File: src/rtl/serial_tx_packetizer.sv
// Packet FIFO feeding a UART-style serializer: start bit, LSB-first data,
// stop bit per word, with optional XOR checksum word per packet.
module serial_tx_packetizer #(
  parameter int unsigned WORDS  = 4,
  parameter int unsigned WORD_W = 8,
  parameter int unsigned QAW    = 3,
  parameter int unsigned DIV_W  = 8
) (
  input  logic                    clk,
  input  logic                    rst,
  input  logic                    in_valid,
  output logic                    in_ready,
  input  logic [WORDS*WORD_W-1:0] in_data,
  input  logic                    msb_word_first,
  input  logic                    checksum_en,
  input  logic [DIV_W-1:0]        baud_div,
  output logic                    tx,
  output logic                    busy,
  output logic                    pkt_done,
  output logic [QAW:0]            level
);

  localparam int unsigned PW    = WORDS * WORD_W;
  localparam int unsigned DEPTH = 1 << QAW;
  localparam int unsigned BCW   = (WORD_W > 1) ? $clog2(WORD_W) : 1;
  localparam int unsigned WCW   = $clog2(WORDS + 1);
  localparam logic [QAW:0] FULL = (QAW + 1)'(DEPTH);

  typedef enum logic [2:0] {S_IDLE, S_LOAD, S_START, S_DATA, S_STOP} state_e;

  state_e             state_q, state_d;
  logic [PW-1:0]      mem [DEPTH];
  logic [QAW-1:0]     wr_ptr_q, wr_ptr_d, rd_ptr_q, rd_ptr_d;
  logic [QAW:0]       level_q, level_d;
  logic [PW-1:0]      pkt_q, pkt_d;
  logic               msb_q, msb_d, cks_q, cks_d;
  logic [DIV_W-1:0]   div_q, div_d, baud_cnt_q, baud_cnt_d;
  logic [BCW-1:0]     bit_cnt_q, bit_cnt_d;
  logic [WCW-1:0]     word_cnt_q, word_cnt_d, last_word, last_word_d;
  logic [WORD_W-1:0]  sh_q, sh_d;
  logic               tx_q, tx_d, busy_q, busy_d, done_q, done_d, rdy_q, rdy_d;
  logic               push, pop;

  // Word at transmit position k: data words in the chosen order, then the checksum.
  function automatic logic [WORD_W-1:0] sel_word(input logic [PW-1:0] pkt,
                                                 input logic msb,
                                                 input logic [WCW-1:0] k);
    logic [WORD_W-1:0] w;
    int unsigned       kk;
    int unsigned       idx;
    w  = '0;
    kk = 32'(k);
    if (kk >= WORDS) begin
      for (int unsigned i = 0; i < WORDS; i++) w ^= pkt[i*WORD_W +: WORD_W];
    end else begin
      idx = msb ? (WORDS - 1 - kk) : kk;
      w   = pkt[idx*WORD_W +: WORD_W];
    end
    return w;
  endfunction

  // Next-state, FIFO bookkeeping and registered-output precompute.
  always_comb begin
    state_d    = state_q;
    wr_ptr_d   = wr_ptr_q;
    rd_ptr_d   = rd_ptr_q;
    level_d    = level_q;
    pkt_d      = pkt_q;
    msb_d      = msb_q;
    cks_d      = cks_q;
    div_d      = div_q;
    baud_cnt_d = baud_cnt_q;
    bit_cnt_d  = bit_cnt_q;
    word_cnt_d = word_cnt_q;
    sh_d       = sh_q;
    push       = in_valid && (level_q != FULL);
    pop        = (state_q == S_LOAD);
    last_word  = cks_q ? WCW'(WORDS) : WCW'(WORDS - 1);

    case (state_q)
      S_IDLE: if (level_q != '0) state_d = S_LOAD;
      S_LOAD: begin
        pkt_d      = mem[rd_ptr_q];
        msb_d      = msb_word_first;
        cks_d      = checksum_en;
        div_d      = baud_div;
        baud_cnt_d = '0;
        bit_cnt_d  = '0;
        word_cnt_d = '0;
        sh_d       = sel_word(mem[rd_ptr_q], msb_word_first, '0);
        state_d    = S_START;
      end
      S_START: begin
        if (baud_cnt_q == div_q) begin
          baud_cnt_d = '0;
          bit_cnt_d  = '0;
          state_d    = S_DATA;
        end else begin
          baud_cnt_d = baud_cnt_q + 1'b1;
        end
      end
      S_DATA: begin
        if (baud_cnt_q == div_q) begin
          baud_cnt_d = '0;
          if (bit_cnt_q == BCW'(WORD_W - 1)) begin
            state_d = S_STOP;
          end else begin
            bit_cnt_d = bit_cnt_q + 1'b1;
            sh_d      = sh_q >> 1;
          end
        end else begin
          baud_cnt_d = baud_cnt_q + 1'b1;
        end
      end
      S_STOP: begin
        if (baud_cnt_q == div_q) begin
          baud_cnt_d = '0;
          if (word_cnt_q == last_word) begin
            state_d = (level_q != '0) ? S_LOAD : S_IDLE;
          end else begin
            word_cnt_d = word_cnt_q + 1'b1;
            sh_d       = sel_word(pkt_q, msb_q, word_cnt_q + 1'b1);
            state_d    = S_START;
          end
        end else begin
          baud_cnt_d = baud_cnt_q + 1'b1;
        end
      end
      default: state_d = S_IDLE;
    endcase

    if (push) wr_ptr_d = wr_ptr_q + 1'b1;
    if (pop)  rd_ptr_d = rd_ptr_q + 1'b1;
    if (push && !pop)      level_d = level_q + 1'b1;
    else if (pop && !push) level_d = level_q - 1'b1;

    tx_d = 1'b1;
    if (state_d == S_START)     tx_d = 1'b0;
    else if (state_d == S_DATA) tx_d = sh_d[0];

    last_word_d = cks_d ? WCW'(WORDS) : WCW'(WORDS - 1);
    done_d = (state_d == S_STOP) && (baud_cnt_d == div_d) && (word_cnt_d == last_word_d);
    rdy_d  = (level_d != FULL);
    busy_d = (level_d != '0) || (state_d != S_IDLE);
  end

  // State, counters, latched packet and outputs.
  always_ff @(posedge clk or posedge rst) begin
    if (rst) begin
      state_q    <= S_IDLE;
      wr_ptr_q   <= '0;
      rd_ptr_q   <= '0;
      level_q    <= '0;
      pkt_q      <= '0;
      msb_q      <= 1'b0;
      cks_q      <= 1'b0;
      div_q      <= '0;
      baud_cnt_q <= '0;
      bit_cnt_q  <= '0;
      word_cnt_q <= '0;
      sh_q       <= '0;
      tx_q       <= 1'b1;
      busy_q     <= 1'b0;
      done_q     <= 1'b0;
      rdy_q      <= 1'b1;
    end else begin
      state_q    <= state_d;
      wr_ptr_q   <= wr_ptr_d;
      rd_ptr_q   <= rd_ptr_d;
      level_q    <= level_d;
      pkt_q      <= pkt_d;
      msb_q      <= msb_d;
      cks_q      <= cks_d;
      div_q      <= div_d;
      baud_cnt_q <= baud_cnt_d;
      bit_cnt_q  <= bit_cnt_d;
      word_cnt_q <= word_cnt_d;
      sh_q       <= sh_d;
      tx_q       <= tx_d;
      busy_q     <= busy_d;
      done_q     <= done_d;
      rdy_q      <= rdy_d;
    end
  end

  // Packet storage; contents are don't-care until written.
  always_ff @(posedge clk) begin
    if (push) mem[wr_ptr_q] <= in_data;
  end

  assign tx       = tx_q;
  assign busy     = busy_q;
  assign pkt_done = done_q;
  assign in_ready = rdy_q;
  assign level    = level_q;

endmodule

File: config.mk
export PLATFORM = sky130hd
export DESIGN_NAME = serial_tx_packetizer
export DESIGN_NICKNAME = d
export VERILOG_FILES = /design/src/rtl/serial_tx_packetizer.sv
export SDC_FILE = /design/constraint.sdc
export NUM_CORES = 1
export LEC_CHECK = 0
export CAP_MARGIN = 10
export CORE_AREA = 2 2 172 174
export DETAILED_ROUTE_END_ITERATION = 7
export DIE_AREA = 0 0 174 176
export DONT_BUFFER_PORTS = 1
export GPL_ROUTABILITY_DRIVEN = 0
export PLACE_DENSITY_LB_ADDON = 0.05
export REMOVE_ABC_BUFFERS = 1
export SYNTH_ARGS = -nofsm -noshare
export SYNTH_HDL_FRONTEND = slang
export SYNTH_SLANG_ARGS = --single-unit
File: constraint.sdc
create_clock -name clk -period 5.2 [get_ports clk]
set_input_delay 0.52 -clock clk [delete_from_list [all_inputs] [get_ports clk]]
set_output_delay 0.52 -clock clk [all_outputs]
set_load 0.01 [all_outputs]
==> qor.csv <==
metric;value;unit
rsz0062_at_grt;false;
finalPower;0.007105;W
setup-violations-final;0;
power_leakage;5.389;nW
clock_power_share;0.388;
cts_resized;0;
holdBufCountCts;1;
yosys_warnings;0;
dp_slack;2.149;ns
layout_common_cells;edfxtp_1 (256), nand2_1 (85), dfrtp_1 (76), mux4_2 (72);
grt_overflow;0;
period_needed;3.003;ns
diodes;0;
finish.utilization;0.5582;
max_freq;333.0;MHz
power.density;445.8;nW/um^2
worstPathMaxFanout;36;
ant_nets;0;
cts.sinks;337;
worstSetupPathType;flip-flop to flip-flop;
drive_above_1_share;0.2081;
grt_use_total;0.2000;
initial_core_util;0.4959;
crit_arrival;3.41;ns
via_per_inst;5.810;
top_level_ports;53;
switchingPower;0.001770;W
slew_viol_final;0;
min_period_over_period;0.5774;
grt_first_pass_wirelength;45.95;mm
first_global_vias;7655;
dieWidth;174;um
wl;29.79;mm
slew_headroom;0.3181;
use_met1;0.2778;
cts_buffers;38;
post-route-drc-count;0;
clk_path_buf_depth;3;
fillCellCount;2286;
worstMarginPinSlew;1.023;ns
grt_max_degree;68;
die_y;176;um
synth-seq-cells;337;
yosysSeqAreaShare;0.6864;
hpwl;17.18;mm
antenna_found_initial;0;
critical_path.endpoint_type;flip-flop;
clock-root-buffer;clkbuf_16;
hold_class;input port to flip-flop;
switching_share;0.2491;
htreeDepth;2;
final_common_cell;edfxtp_1;
postCtsSetupRepairBufs;0;
max_cap_violations;0;
layout_setup_ws;2.197;ns
final_nets;913;
dieArea;30620;sq um
cp.required;5.61;ns
synth_cells;845;
async_flop_share;0.2404;
vdd_drop_max;323.0;uV
area_growth;12.58;%
numPortBuffers;0;
synth_cell_type_count;56;
worst_setup_path_start_kind;flip-flop;
use_met2;0.3259;
grt-busiest-layer;met2;
gr-usage-met3;0.03768;
finalHoldViolCount;0;
initialDrtViolationCount;520;
path_clk_slew;0.06;ns
fin_skew;0.01635;ns
comb_power_share;0.119;
avgRoutedWirePerCell;23.40;um
avgSynthCellArea;16.75;sq um
dr.pass1.iters;5;
ys_dominant_reg_cell;edfxtp_1;
cts_tree;done;
route.vias.total;7396;
synth_edf_count;256;
p_seq_frac;0.493;
power.internal;0.005335;W
core-area;28550;sq um
insertion_delay;0.53;ns
status;completed;
rows;62;
syn_area;14160;sq um
critical path, cell delays in order (launching register included):
cell and delay [ns]:
dfrtp_2 1.03, buf_4 0.54, mux4_2 0.38, mux2_2 0.29, o211ai_1 0.22, o211ai_1 0.11, mux2_1 0.30
power groups by stage:
stage / registers [W] / clock network (W) / logic [W]
after floorplan: 0.00351 / 0 / 0.000591
after global placement: 0.00353 / 0 / 0.000841
after detailed placement: 0.00355 / 0 / 0.000855
after CTS: 0.00350 / 0.00282 / 0.000862
after global routing: 0.00353 / 0.00293 / 0.000924
final: 0.00350 / 0.00276 / 0.000846
Yosys cell counts (all sizes together) (2+ instances only):
master	number	area, sq um
mux2i	30	312.8
nand2b	2	12.51
o21a	2	15.01
a21oi	37	185.2
nor2b	2	12.51
dfstp	2	52.55
and4	2	22.52
a211oi	2	15.01
nor4	2	12.51
inv	15	56.30
o21ai	6	30.03
o41ai	2	17.52
clkbuf	21	78.83
nand2	85	319.1
dfrtp	79	1977
nor2	44	165.2
o31ai	6	45.04
or3	3	18.77
nor3	7	35.03
ha	8	100.1
mux2	16	180.2
o22ai	2	12.51
a41oi	2	17.52
a22o	6	52.55
nand4	10	62.56
a21o	2	15.01
buf	22	123.9
xnor2	48	457.9
or2	2	12.52
nor3b	4	30.03
edfxtp	256	7687
nand3	8	40.04
mux4	72	1622
a2bb2oi	3	26.28
xor2	2	17.52
o211ai	19	142.6
layout make-up:
class | count | area, sq um | share of cell area
Tap cell | 384 | 480.5 | 0.03015
Timing Repair Buffer | 18 | 141.4 | 0.008872
Clock inverter | 20 | 274.0 | 0.01719
Multi-Input combinational cell | 450 | 4237 | 0.2658
Sequential cell | 337 | 9723 | 0.6101
Inverter | 15 | 57.56 | 0.003612
Clock buffer | 49 | 1023 | 0.06422
kinds of logic after synthesis:
group,share of synthesized area
buffers and inverters,0.01830
flip-flops,0.6864
adder cells (fa/ha/maj),0.007071
AND/OR/NAND/NOR,0.05719
AO/OA/AOI/OAI,0.04808
multiplexers,0.1494
XOR/XNOR,0.03359
routing by layer:
| metal | vias up | wire (um) |
|---|---|---|
| met5 | - | 0 |
| met1 | 3872 | 12990 |
| met4 | 0 | 580 |
| li1 | 3297 | - |
| met2 | 176 | 14720 |
| met3 | 51 | 1493 |
per-stage QoR:
step / cell area (sq um) / setup TNS (ns) / hold WS (ns) / std cells
after CTS: 15930 / 0 / 0.06641 / 1272
after global placement: 14620 / 0 / 0.4632 / 1202
after global routing: 15940 / 0 / 0.06070 / 1273
after floorplan: 13950 / -27.91 / 0.4463 / 802
final: 15940 / 0 / 0.08438 / 1273
after detailed placement: 14620 / 0 / 0.4822 / 1202
worst paths after layout:
path / from / end / cells after the start / slack, ns
hold / removal: in_data[17] / mem[0][17] / 0 / 0.08
setup reg to reg: rd_ptr_q[1] / sh_q[2] / 6 / 2.20
setup / recovery: rd_ptr_q[1] / sh_q[2] / 6 / 2.20
max in group asynchronous: rst / rd_ptr_q[0] / 3 / 3.54
min in group asynchronous: rst / pkt_q[5] / 2 / 0.53
hold reg to reg: sh_q[4] / sh_q[4] / 1 / 0.50
sequential cells by signal (all words and copies together), names as in the netlist, 3 cells and up:
signal and flops:
wr_ptr_q 3, level 4, word_cnt_q 3, div_q 8
baud_cnt_q 8, state_q 3, mem 256, pkt_q 32
sh_q 8, bit_cnt_q 3, rd_ptr_q 3
Note: power is estimated with default switching activity, not from simulation.
